### config.mk
export PLATFORM = sky130hd
export DESIGN_NAME = result_dumper
export DESIGN_NICKNAME = d
export VERILOG_FILES = /design/src/rtl/result_dumper_pkg.sv /design/src/rtl/result_dumper_word_serializer.sv /design/src/rtl/result_dumper.sv
export SDC_FILE = /design/constraint.sdc
export NUM_CORES = 1
export LEC_CHECK = 0
export ABC_CLOCK_PERIOD_IN_PS = 4400
export BUFFER_PORTS_ARGS = -buffer_cell sky130_fd_sc_hd__buf_2
export CAP_MARGIN = 40
export CORE_ASPECT_RATIO = 0.6
export CORE_MARGIN = 5
export CORE_UTILIZATION = 45
export DETAILED_ROUTE_END_ITERATION = 8
export GPL_TIMING_DRIVEN = 1
export PLACE_DENSITY_LB_ADDON = 0.05
export SYNTH_ARGS = -nofsm -noshare
export SYNTH_HDL_FRONTEND = slang
export SYNTH_SLANG_ARGS = --single-unit
### constraint.sdc
create_clock -name clk -period 4.4 [get_ports clk]
set_input_delay 0.44 -clock clk [delete_from_list [all_inputs] [get_ports clk]]
set_output_delay 0.44 -clock clk [all_outputs]
set_load 0.01 [all_outputs]
### src/rtl/result_dumper_pkg.sv
// result_dumper_pkg: shared widths and FSM state encoding for the result readout path
package result_dumper_pkg;
  localparam int ADDR_W_DEF = 6;
  localparam int DATA_W_DEF = 32;
  typedef enum logic [2:0] {
    ST_IDLE,
    ST_ADDR,
    ST_WAIT,
    ST_LOAD,
    ST_SEND,
    ST_FIN
  } state_t;
endpackage

### src/rtl/result_dumper_word_serializer.sv
// word_serializer: splits one loaded word into bytes, MSB first, over valid/ready
module word_serializer #(
  parameter int DATA_W = 32
) (
  input  logic              clk,
  input  logic              rst,
  input  logic              load,
  input  logic [DATA_W-1:0] data,
  input  logic              byte_ready,
  output logic [7:0]        byte_data,
  output logic              byte_valid,
  output logic              last
);
  localparam int NBYTES = DATA_W / 8;
  localparam int IDX_W = NBYTES > 1 ? $clog2(NBYTES) : 1;
  logic [DATA_W-1:0] shreg;
  logic [IDX_W-1:0]  byte_idx;
  assign byte_data = shreg[DATA_W-1 -: 8];
  assign last = byte_valid & byte_ready & (byte_idx == IDX_W'(NBYTES - 1));
  always_ff @(posedge clk) begin
    if (rst) begin
      shreg      <= '0;
      byte_idx   <= '0;
      byte_valid <= 1'b0;
    end else if (load) begin
      shreg      <= data;
      byte_idx   <= '0;
      byte_valid <= 1'b1;
    end else if (byte_valid && byte_ready) begin
      shreg      <= shreg << 8;
      byte_idx   <= byte_idx + 1'b1;
      byte_valid <= !last;
    end
  end
endmodule

### src/rtl/result_dumper.sv
// result_dumper: walks result RAM port B and streams each word as bytes, MSB first
module result_dumper
  import result_dumper_pkg::*;
#(
  parameter int ADDR_W = ADDR_W_DEF,
  parameter int DATA_W = DATA_W_DEF
) (
  input  logic              clk,
  input  logic              rst,
  input  logic              start,
  input  logic [ADDR_W:0]   count,
  output logic [ADDR_W-1:0] rd_addr,
  input  logic [DATA_W-1:0] rd_data,
  output logic [7:0]        byte_data,
  output logic              byte_valid,
  input  logic              byte_ready,
  output logic              busy,
  output logic              done
);
  state_t            state;
  logic [ADDR_W:0]   words_left;
  logic [ADDR_W-1:0] addr_cnt;
  logic              last;
  word_serializer #(.DATA_W(DATA_W)) u_ser (
    .clk        (clk),
    .rst        (rst),
    .load       (state == ST_LOAD),
    .data       (rd_data),
    .byte_ready (byte_ready),
    .byte_data  (byte_data),
    .byte_valid (byte_valid),
    .last       (last)
  );
  // busy stays up through the done cycle and drops once back in IDLE
  always_ff @(posedge clk) begin
    if (rst) begin
      state      <= ST_IDLE;
      words_left <= '0;
      addr_cnt   <= '0;
      rd_addr    <= '0;
      busy       <= 1'b0;
      done       <= 1'b0;
    end else begin
      done <= 1'b0;
      case (state)
        ST_IDLE: begin
          busy <= start;
          if (start) begin
            words_left <= count;
            addr_cnt   <= '0;
            state      <= count == '0 ? ST_FIN : ST_ADDR;
          end
        end
        ST_ADDR: begin
          rd_addr <= addr_cnt;
          state   <= ST_WAIT;
        end
        ST_WAIT: state <= ST_LOAD;
        ST_LOAD: state <= ST_SEND;
        ST_SEND: begin
          if (last) begin
            words_left <= words_left - 1'b1;
            addr_cnt   <= addr_cnt + 1'b1;
            state      <= words_left == (ADDR_W + 1)'(1) ? ST_FIN : ST_ADDR;
          end
        end
        ST_FIN: begin
          done  <= 1'b1;
          state <= ST_IDLE;
        end
        default: state <= ST_IDLE;
      endcase
    end
  end
endmodule
# [Word-level counts from Yosys, hierarchy flattened]
# Index checks and enable logic that the tools add are counted.
[totals] input_bits=43 mem_count=0 romBits=0 output_inout_bits=17 regBits=59 mem_bits_rw=0 latch_bits=0
[classes] eq_ne=9 shift=0 muxes=16 n_mul=0 n_reduce_logical=9 div=0 n_addsub=3 n_lt_le_gt_ge=0 bitwise_logic=2
[ops] op="$mux 32" n=2
[ops] op="$pmux 3 s5" n=1
[ops] op="$mux 7" n=2
[ops] op="$pmux 7 s2" n=1
[ops] op="$mux 3" n=4
[ops] op="$mux 6" n=2
[ops] op="$pmux 6 s2" n=1
[ops] op="$eq 7x1->1 const B" n=1
[ops] op="$logic_not 7->1" n=1
[ops] op="$sub 7x1->7 const B" n=1
[ops] op="$add 6x1->6 const B" n=1
[ops] op="$eq 3x2->1 const B" n=2
[ops] op="$eq 3x3->1 const B" n=2
[ops] op="$reduce_bool 2->1" n=2
[ops] op="$eq 3x1->1 const B" n=1
[ops] op="$logic_not 3->1" n=1
[ops] op="$mux 1" n=3
[ops] op="$reduce_and 3->1" n=1
[ops] op="$add 2x1->2 const B" n=1
[ops] op="$and 1x1->1" n=2
[ops] op="$eq 2x2->1 const B" n=1
[ops] op="$ne 2x1->1 const B" n=1
[ops] op="$ne 2x2->1 const B" n=1
[ops] op="$reduce_and 2->1" n=1
[ops] op="other kinds (3)" n=3

# [Longest topological paths before layout]
# Gate-level depths: netlist of run 1.
[logic_depth] word_depth=5 ltp_mapped=6

# [Modules after synthesis]
# From an unflattened synthesis of run 1, not the netlist that was laid out.
[unflattened] cells_unflattened=334 hier_area_um2=3124.2
[by_module_without_submodules] mod="word_serializer" area_each_um2=1878.1 n_inst=1 cells_each=193 seq_area_each_um2=700.7
[by_module_without_submodules] mod="result_dumper" area_each_um2=1246.2 n_inst=1 cells_each=141 seq_area_each_um2=480.5

# [Worst setup path before layout of run 1]
# No wires, ideal clock.
[synth_timing] kind="register -> register" start="reg words_left[3]" end="reg state[2]" period_less_slack_ns=1.519 arrival_time_ns=1.451 stages_incl_launch_ff=5 setup_ns=0.067 path_slack_ns=2.881 cell_sequence="dfxtp_1 -> or3_4 -> or4_1 -> a21o_1 -> a21oi_2"
[synth_between] elab_chain_len=4
[synth_lines] item="start: declaration" line_no="result_dumper.sv:21" text="logic [ADDR_W:0] words_left;"
[synth_lines] item="start signal: assignment" line_no="result_dumper.sv:49" text="words_left <= count;"
[synth_lines] item="start signal: assignment" line_no="result_dumper.sv:62" text="words_left <= words_left - 1'b1;"
[synth_lines] item="$eq 7x1->1" line_no="result_dumper.sv:64" text="state <= words_left == (ADDR_W + 1)'(1) ? ST_FIN : ST_ADDR;"
[synth_lines] item="$mux 3" line_no="result_dumper.sv:64"
[synth_lines] item="$mux 3" line_no="result_dumper.sv:61" text="if (last) begin"
[synth_lines] item="$pmux 3 s5" line_no="result_dumper.sv:45" text="case (state)"
[synth_lines] item="end signal: assignment" line_no="result_dumper.sv:51" text="state <= count == '0 ? ST_FIN : ST_ADDR;"
[synth_lines] item="end signal: assignment" line_no="result_dumper.sv:64"
[synth_lines] item="end: declaration" line_no="result_dumper.sv:20" text="state_t state;"
# No other way between the ends. The select of a mux whose other input is x is not followed.
# A chain may end at the register's enable or synchronous reset.

# [Final worst setup path of run 1]
[layout_timing] start="reg state[2]" end="reg addr_cnt[5]"
[layout_between] elab_chain_len=3 word_cells_on_any_way=7
[layout_lines] item="$eq 3x3->1 / $logic_not 3->1 (equally long branches)" line_no="result_dumper.sv:45"
[layout_lines] item="$ne 2x1->1 (no line) (tied with other cells)"
[layout_lines] item="$reduce_and 3->1 (no line)"
[layout_lines] item="end signal: assignment" line_no="result_dumper.sv:63" text="addr_cnt <= addr_cnt + 1'b1;"
[layout_lines] item="end: declaration" line_no="result_dumper.sv:22" text="logic [ADDR_W-1:0] addr_cnt;"
# Parallel ways exist; a longest one is shown, timed or not.

==> impl_metrics.toml, run 1 <==
[routing]
drt_iter0_markers = 173
postRouteAntennaNets = 0
vias = 2482
drc_errors = 0
drt_pass1_iterations = 4
totalWireLength_um = 6730
via_per_inst = 5.35
routedWlPerCell_um = 14.5

[clock_network]
clock_sinks = 59
h-tree-depth = 3
clk_pin_slew_worst_paths_ps = 60
cts_tree = "built"
cts_resized = 0
cts-buffers-inserted = 9
root_buffer = "clkbuf_8"
cts_hold_buf = 0
clock_path_buffers = 2
post-cts-setup-buffers = 0
insertion_delay_ps = 320

[grt]
grt_pass1_wl_um = 11300
antenna_found_initial = 0
grt_overflow = 0
grt_use_total = 0.178
grt_pass1_vias = 2284
grt_max_degree = 57

[final_layout]
synthToLayoutAreaGrowth_pct = 18.8
antenna_cells = 0
finalInstanceArea_mm2 = 0.00325
fill_cells = 638
drive_gt1_frac = 0.226
fin_nets = 422
final_cell_mix = "dfxtp_1 (59), buf_2 (59), nor2_1 (47)"

[timing]
rsz0062_at_grt = "no"
tightest_slew_ps = 812
max_freq_mhz = 493
tns_ps = 0
setup_viol = 0
min_period_over_period = 0.461
hold_viol_final = 0
finalClockSkew_ps = 3.28
fin_crit_ps = 2030
finalMaxSlewViolations = 0
maxSlewHeadroom = 0.455

[placement]
placed_cell_area_mm2 = 0.00301
numPortBuffers = 59
place_congestion = 0.793
dpl.hpwl_um = 4640

[logic_synthesis]
synth-main-ff-cell = "dfxtp_1"
ys_seq_area_frac = 0.432
avgSynthCellArea_um2 = 8.17
syn-instance-count = 335
yosysUniqueCellTypes = 43
async_reset_ff_frac = 0
synth-seq-cells = 59
synth-edff-count = 0
yosys_warnings = 0
syn-num-nets = 382
synth_area_mm2 = 0.00274

[floorplan]
fp-row-count = 22
pin_count = 60
die_area_mm2 = 0.00779
die_width_um = 111
start_util = 0.456
die_y_um = 70.4
core_area_mm2 = 0.00600

[setup_path]
start_kind = "flip-flop"
ff2ff_setup_slack_ps = 2370
r2r-start = "state[2]"
cp_max_fo = 17
timing.rr.end = "addr_cnt[5]"
required_ps = 4660
arrival_ps = 2290
cp-end-kind = "flip-flop"
reg2regPathDepth = 4
cp-startpoint = "state[2]"
crit_type = "reg -> reg"

[hold_path]
min_path_type = "in -> reg"
holdPathEnd = "u_ser.shreg[5]"
hp-start = "rd_data[5]"
hold_depth = 3

[pwr]
power.leakage_nw = 1.25
power_density_mw_per_mm2 = 387
peakVddDrop_mv = 0.166
p_total_mw = 1.26

[outcome]
status = "complete, no violations"

[run]
drv_cap = 0
## through the flow
stage / utilization / hold WS, ps / instances / worst slack [ps]
2_1_floorplan: - / 448 / 335 / 2880
3_3_place_gp: 0.496 / 458 / 445 / 1930
3_5_place_dp: 0.502 / 460 / 447 / 2070
4_1_cts: 0.539 / 333 / 463 / 2050
5_1_grt: 0.542 / 329 / 464 / 2230
6_report: 0.542 / 349 / 464 / 2370
## logic make-up after synthesis
| group | after synthesis | share of synthesized area |
|---|---|---|
| xor+xnor | 5 | 0.0160 |
| simple gates | 155 | 0.267 |
| buf+inv | 38 | 0.0658 |
| flops | 59 | 0.432 |
| compound gates | 65 | 0.167 |
| mux | 9 | 0.0334 |
| fa+ha+maj | 4 | 0.0183 |
## metal layers
metal | vias up | wire (µm) | GRT usage
met5 | - | 0 | 0
met4 | 0 | 19 | 0.0464
met3 | 2 | 472 | 0.0649
met2 | 86 | 2580 | 0.231
met1 | 1130 | 3660 | 0.269
li1 | 1264 | - | -
## final cells by class
| class | count | area, µm² | area share |
|---|---|---|---|
| sequential | 59 | 1180 | 0.363 |
| clock inverter | 3 | 43.8 | 0.0135 |
| timing repair buffer | 63 | 353 | 0.109 |
| clock buffer | 13 | 179 | 0.0550 |
| multi-input combinational | 238 | 1380 | 0.423 |
| inverter | 4 | 15.0 | 0.00462 |
| tap | 84 | 105 | 0.0323 |
## critical path, stage by stage (launching register included)
cell and delay (ps):
dfxtp_1 670, and4_1 390, o21ai_1 320, or3_1 440
a21oi_1 130
## registers in the layout, indices dropped and copies added, names as in the netlist
name	cells
done	1
rd_addr	6
u_ser.byte_valid	1
addr_cnt	6
u_ser.byte_idx	2
busy	1
u_ser.shreg	32
words_left	7
state	3
## how the worst max path moves through the flow
stage | endpoint | depth (start not counted)
floorplan | state[2] | 4
global placement | u_ser.byte_idx[0] | 3
detailed placement | addr_cnt[5] | 4
CTS | addr_cnt[5] | 4
global route | addr_cnt[5] | 4
finish | addr_cnt[5] | 4
## cell usage after synthesis, types with 2 or more instances
master / number / area [µm²]
and2_1: 2 / 12.5
nand3b_1: 2 / 15.0
nand3_1: 35 / 175
inv_1: 4 / 15.0
nor2_1: 47 / 176
buf_1: 6 / 22.5
buf_2: 6 / 30.0
o2111ai_1: 2 / 17.5
buf_4: 8 / 60.1
xor2_1: 4 / 35.0
o21ai_1: 2 / 10.0
nand2_1: 38 / 143
nor3_1: 9 / 45.0
nor2b_1: 5 / 31.3
a31oi_1: 2 / 12.5
dfxtp_1: 59 / 1180
nor3b_2: 2 / 25.0
nor4_1: 2 / 12.5
or3_1: 2 / 12.5
a311oi_1: 24 / 210
nand2b_1: 4 / 25.0
clkbuf_1: 14 / 52.6
ha_1: 4 / 50.1
a21oi_1: 19 / 95.1
mux2i_1: 8 / 80.1
o211ai_1: 4 / 30.0
o21ai_0: 5 / 25.0
## power breakdown
group	internal, mW	switching, mW
logic	0.0623	0.0842
clock network	0.324	0.208
registers	0.558	0.0231
total	0.944	0.316
Note: power is estimated with default switching activity, not from simulation.
==> run 2: changes to the inputs <==
--- a/config.mk
+++ b/config.mk
@@ -5,7 +5,7 @@
 export SDC_FILE = /design/constraint.sdc
 export NUM_CORES = 1
 export LEC_CHECK = 0
-export ABC_CLOCK_PERIOD_IN_PS = 4400
+export ABC_CLOCK_PERIOD_IN_PS = 2000
 export BUFFER_PORTS_ARGS = -buffer_cell sky130_fd_sc_hd__buf_2
 export CAP_MARGIN = 40
 export CORE_ASPECT_RATIO = 0.6
==> constraint.sdc (replaced) <==
create_clock -name clk -period 2 [get_ports clk]
set_input_delay 0.2 -clock clk [delete_from_list [all_inputs] [get_ports clk]]
set_output_delay 0.2 -clock clk [all_outputs]
set_load 0.01 [all_outputs]
==> run 2 against run 1 <==
Net effect:
- critical path depth rose by 1
- worst hold slack got worse by 250 ps
- cell count rose by 1.3%
- die area did not move
- global-route usage fell by 0.14 points
- critical endpoint is now addr_cnt[1]
==> impl_metrics.toml, run 2 (same netlist as run 1, synthesis figures left out) <==
[grt]
grt_pass1_vias = 2317
grt_use_total = 0.176
grt_pass1_wl_um = 11300
grt_max_degree = 57
antenna_found_initial = 0
grt_overflow = 0

[setup_path]
cp_max_fo = 17
required_ps = 2210
cp-startpoint = "state[2]"
r2r-start = "state[2]"
arrival_ps = 1980
crit_chain = "and4_1 -> o21ai_1 -> buf_4 -> a22oi_1 -> nor2_1"
crit_type = "reg -> reg"
cp-end-kind = "flip-flop"
crit_path_top_delay_cell = "dfxtp_1"
start_kind = "flip-flop"
max_stage_delay_ps = 670

[timing]
maxSlewHeadroom = 0.631
max_freq_mhz = 566
fin_crit_ps = 1770
tightest_slew_ps = 553
min_period_over_period = 0.883
tns_ps = 0
finalMaxSlewViolations = 0
finalClockSkew_ps = 7.56
setup_viol = 0
hold_viol_final = 0
rsz0062_at_grt = "no"

[final_layout]
seq_area_mm2 = 0.00118
fill_cells = 597
final_cell_mix = "dfxtp_1 (59), buf_2 (59), nor2_1 (47)"
drive_gt1_frac = 0.233
antenna_cells = 0
fin_nets = 428
reg_top3 = "u_ser.shreg: 32 flops, words_left: 7 flops"
multiInputGateArea_mm2 = 0.00138
stdcell_count = 470
regMostFlops = "u_ser.shreg"
largest_reg_flops = 32
synthToLayoutAreaGrowth_pct = 19.0

[floorplan]
die_width_um = 111
fp-row-count = 22
die_y_um = 70.4
core_area_mm2 = 0.00600
start_util = 0.456
die_area_mm2 = 0.00779
pin_count = 60

[clock_network]
clock_sinks = 59
h-tree-depth = 3
insertion_delay_ps = 330
cts_tree = "built"
cts-buffers-inserted = 9
post-cts-setup-buffers = 0
root_buffer = "clkbuf_8"
clk_pin_slew_worst_paths_ps = 70
clock_path_buffers = 2
cts_resized = 0
cts_hold_buf = 0

[routing]
drt_iter0_markers = 191
drc_errors = 0
totalWireLength_um = 6690
postRouteAntennaNets = 0
drt_pass1_iterations = 5
via_per_inst = 5.31
routedWlPerCell_um = 14.2
vias = 2494

[hold_path]
min_path_type = "in -> reg"
hp-start = "rd_data[3]"

[placement]
dpl.hpwl_um = 4700
place_congestion = 0.854
place_inst = 454
numPortBuffers = 59

[outcome]
status = "complete, no violations"

[pwr]
power_density_mw_per_mm2 = 811
power.leakage_nw = 1.26
peakVddDrop_mv = 0.374
p_total_mw = 2.64

[run]
drv_cap = 0
-- run 2: stage by stage --
stage,util,setup slack (ps),instance area [µm²],hold slack [ps]
final,0.543,234,3260,101
after global routing,0.543,87.4,3260,90.7
after detailed placement,0.512,267,3070,447
after floorplan,-,481,2740,336
after global placement,0.512,323,3070,444
after CTS,0.543,251,3260,87.9
-- run 2: layout make-up --
cell class	instances	area share
timing repair buffer	69	0.121
inverter	4	0.00461
sequential	59	0.363
clock inverter	5	0.0165
tap	84	0.0323
clock buffer	11	0.0403
multi-input combinational	238	0.422
-- run 2: per-layer routing --
layer  share of wire  global-route usage  wire, µm  vias up
met5               0                   0         0        -
met3           0.085              0.0736       566        2
met4          0.0039              0.0451        26        0
met1            0.52               0.261      3460     1125
met2            0.39               0.229      2640       90
li1                -                   -         -     1277
-- run 2: worst max-delay path: cells and delay by family, from the launching register on --
kind / cells / cell delay (ps)
AO/OA/AOI/OAI: 2 / 320
flip-flops: 1 / 670
buffers and inverters: 1 / 200
AND/OR/NAND/NOR: 2 / 450
-- run 2: worst paths after layout --
path | end | slack [ps] | cells past startpoint
worst max-delay path | addr_cnt[1] | 230 | 5
worst min-delay path | u_ser.shreg[3] | 100 | 3
worst max register to register | addr_cnt[1] | 230 | 5
worst min register to register | u_ser.shreg[0] | 470 | 2
-- run 2: power breakdown --
part           internal (mW)  switching [mW]
registers               1.23          0.0529
logic                  0.147           0.188
clock network          0.571           0.455
total                   1.95           0.696
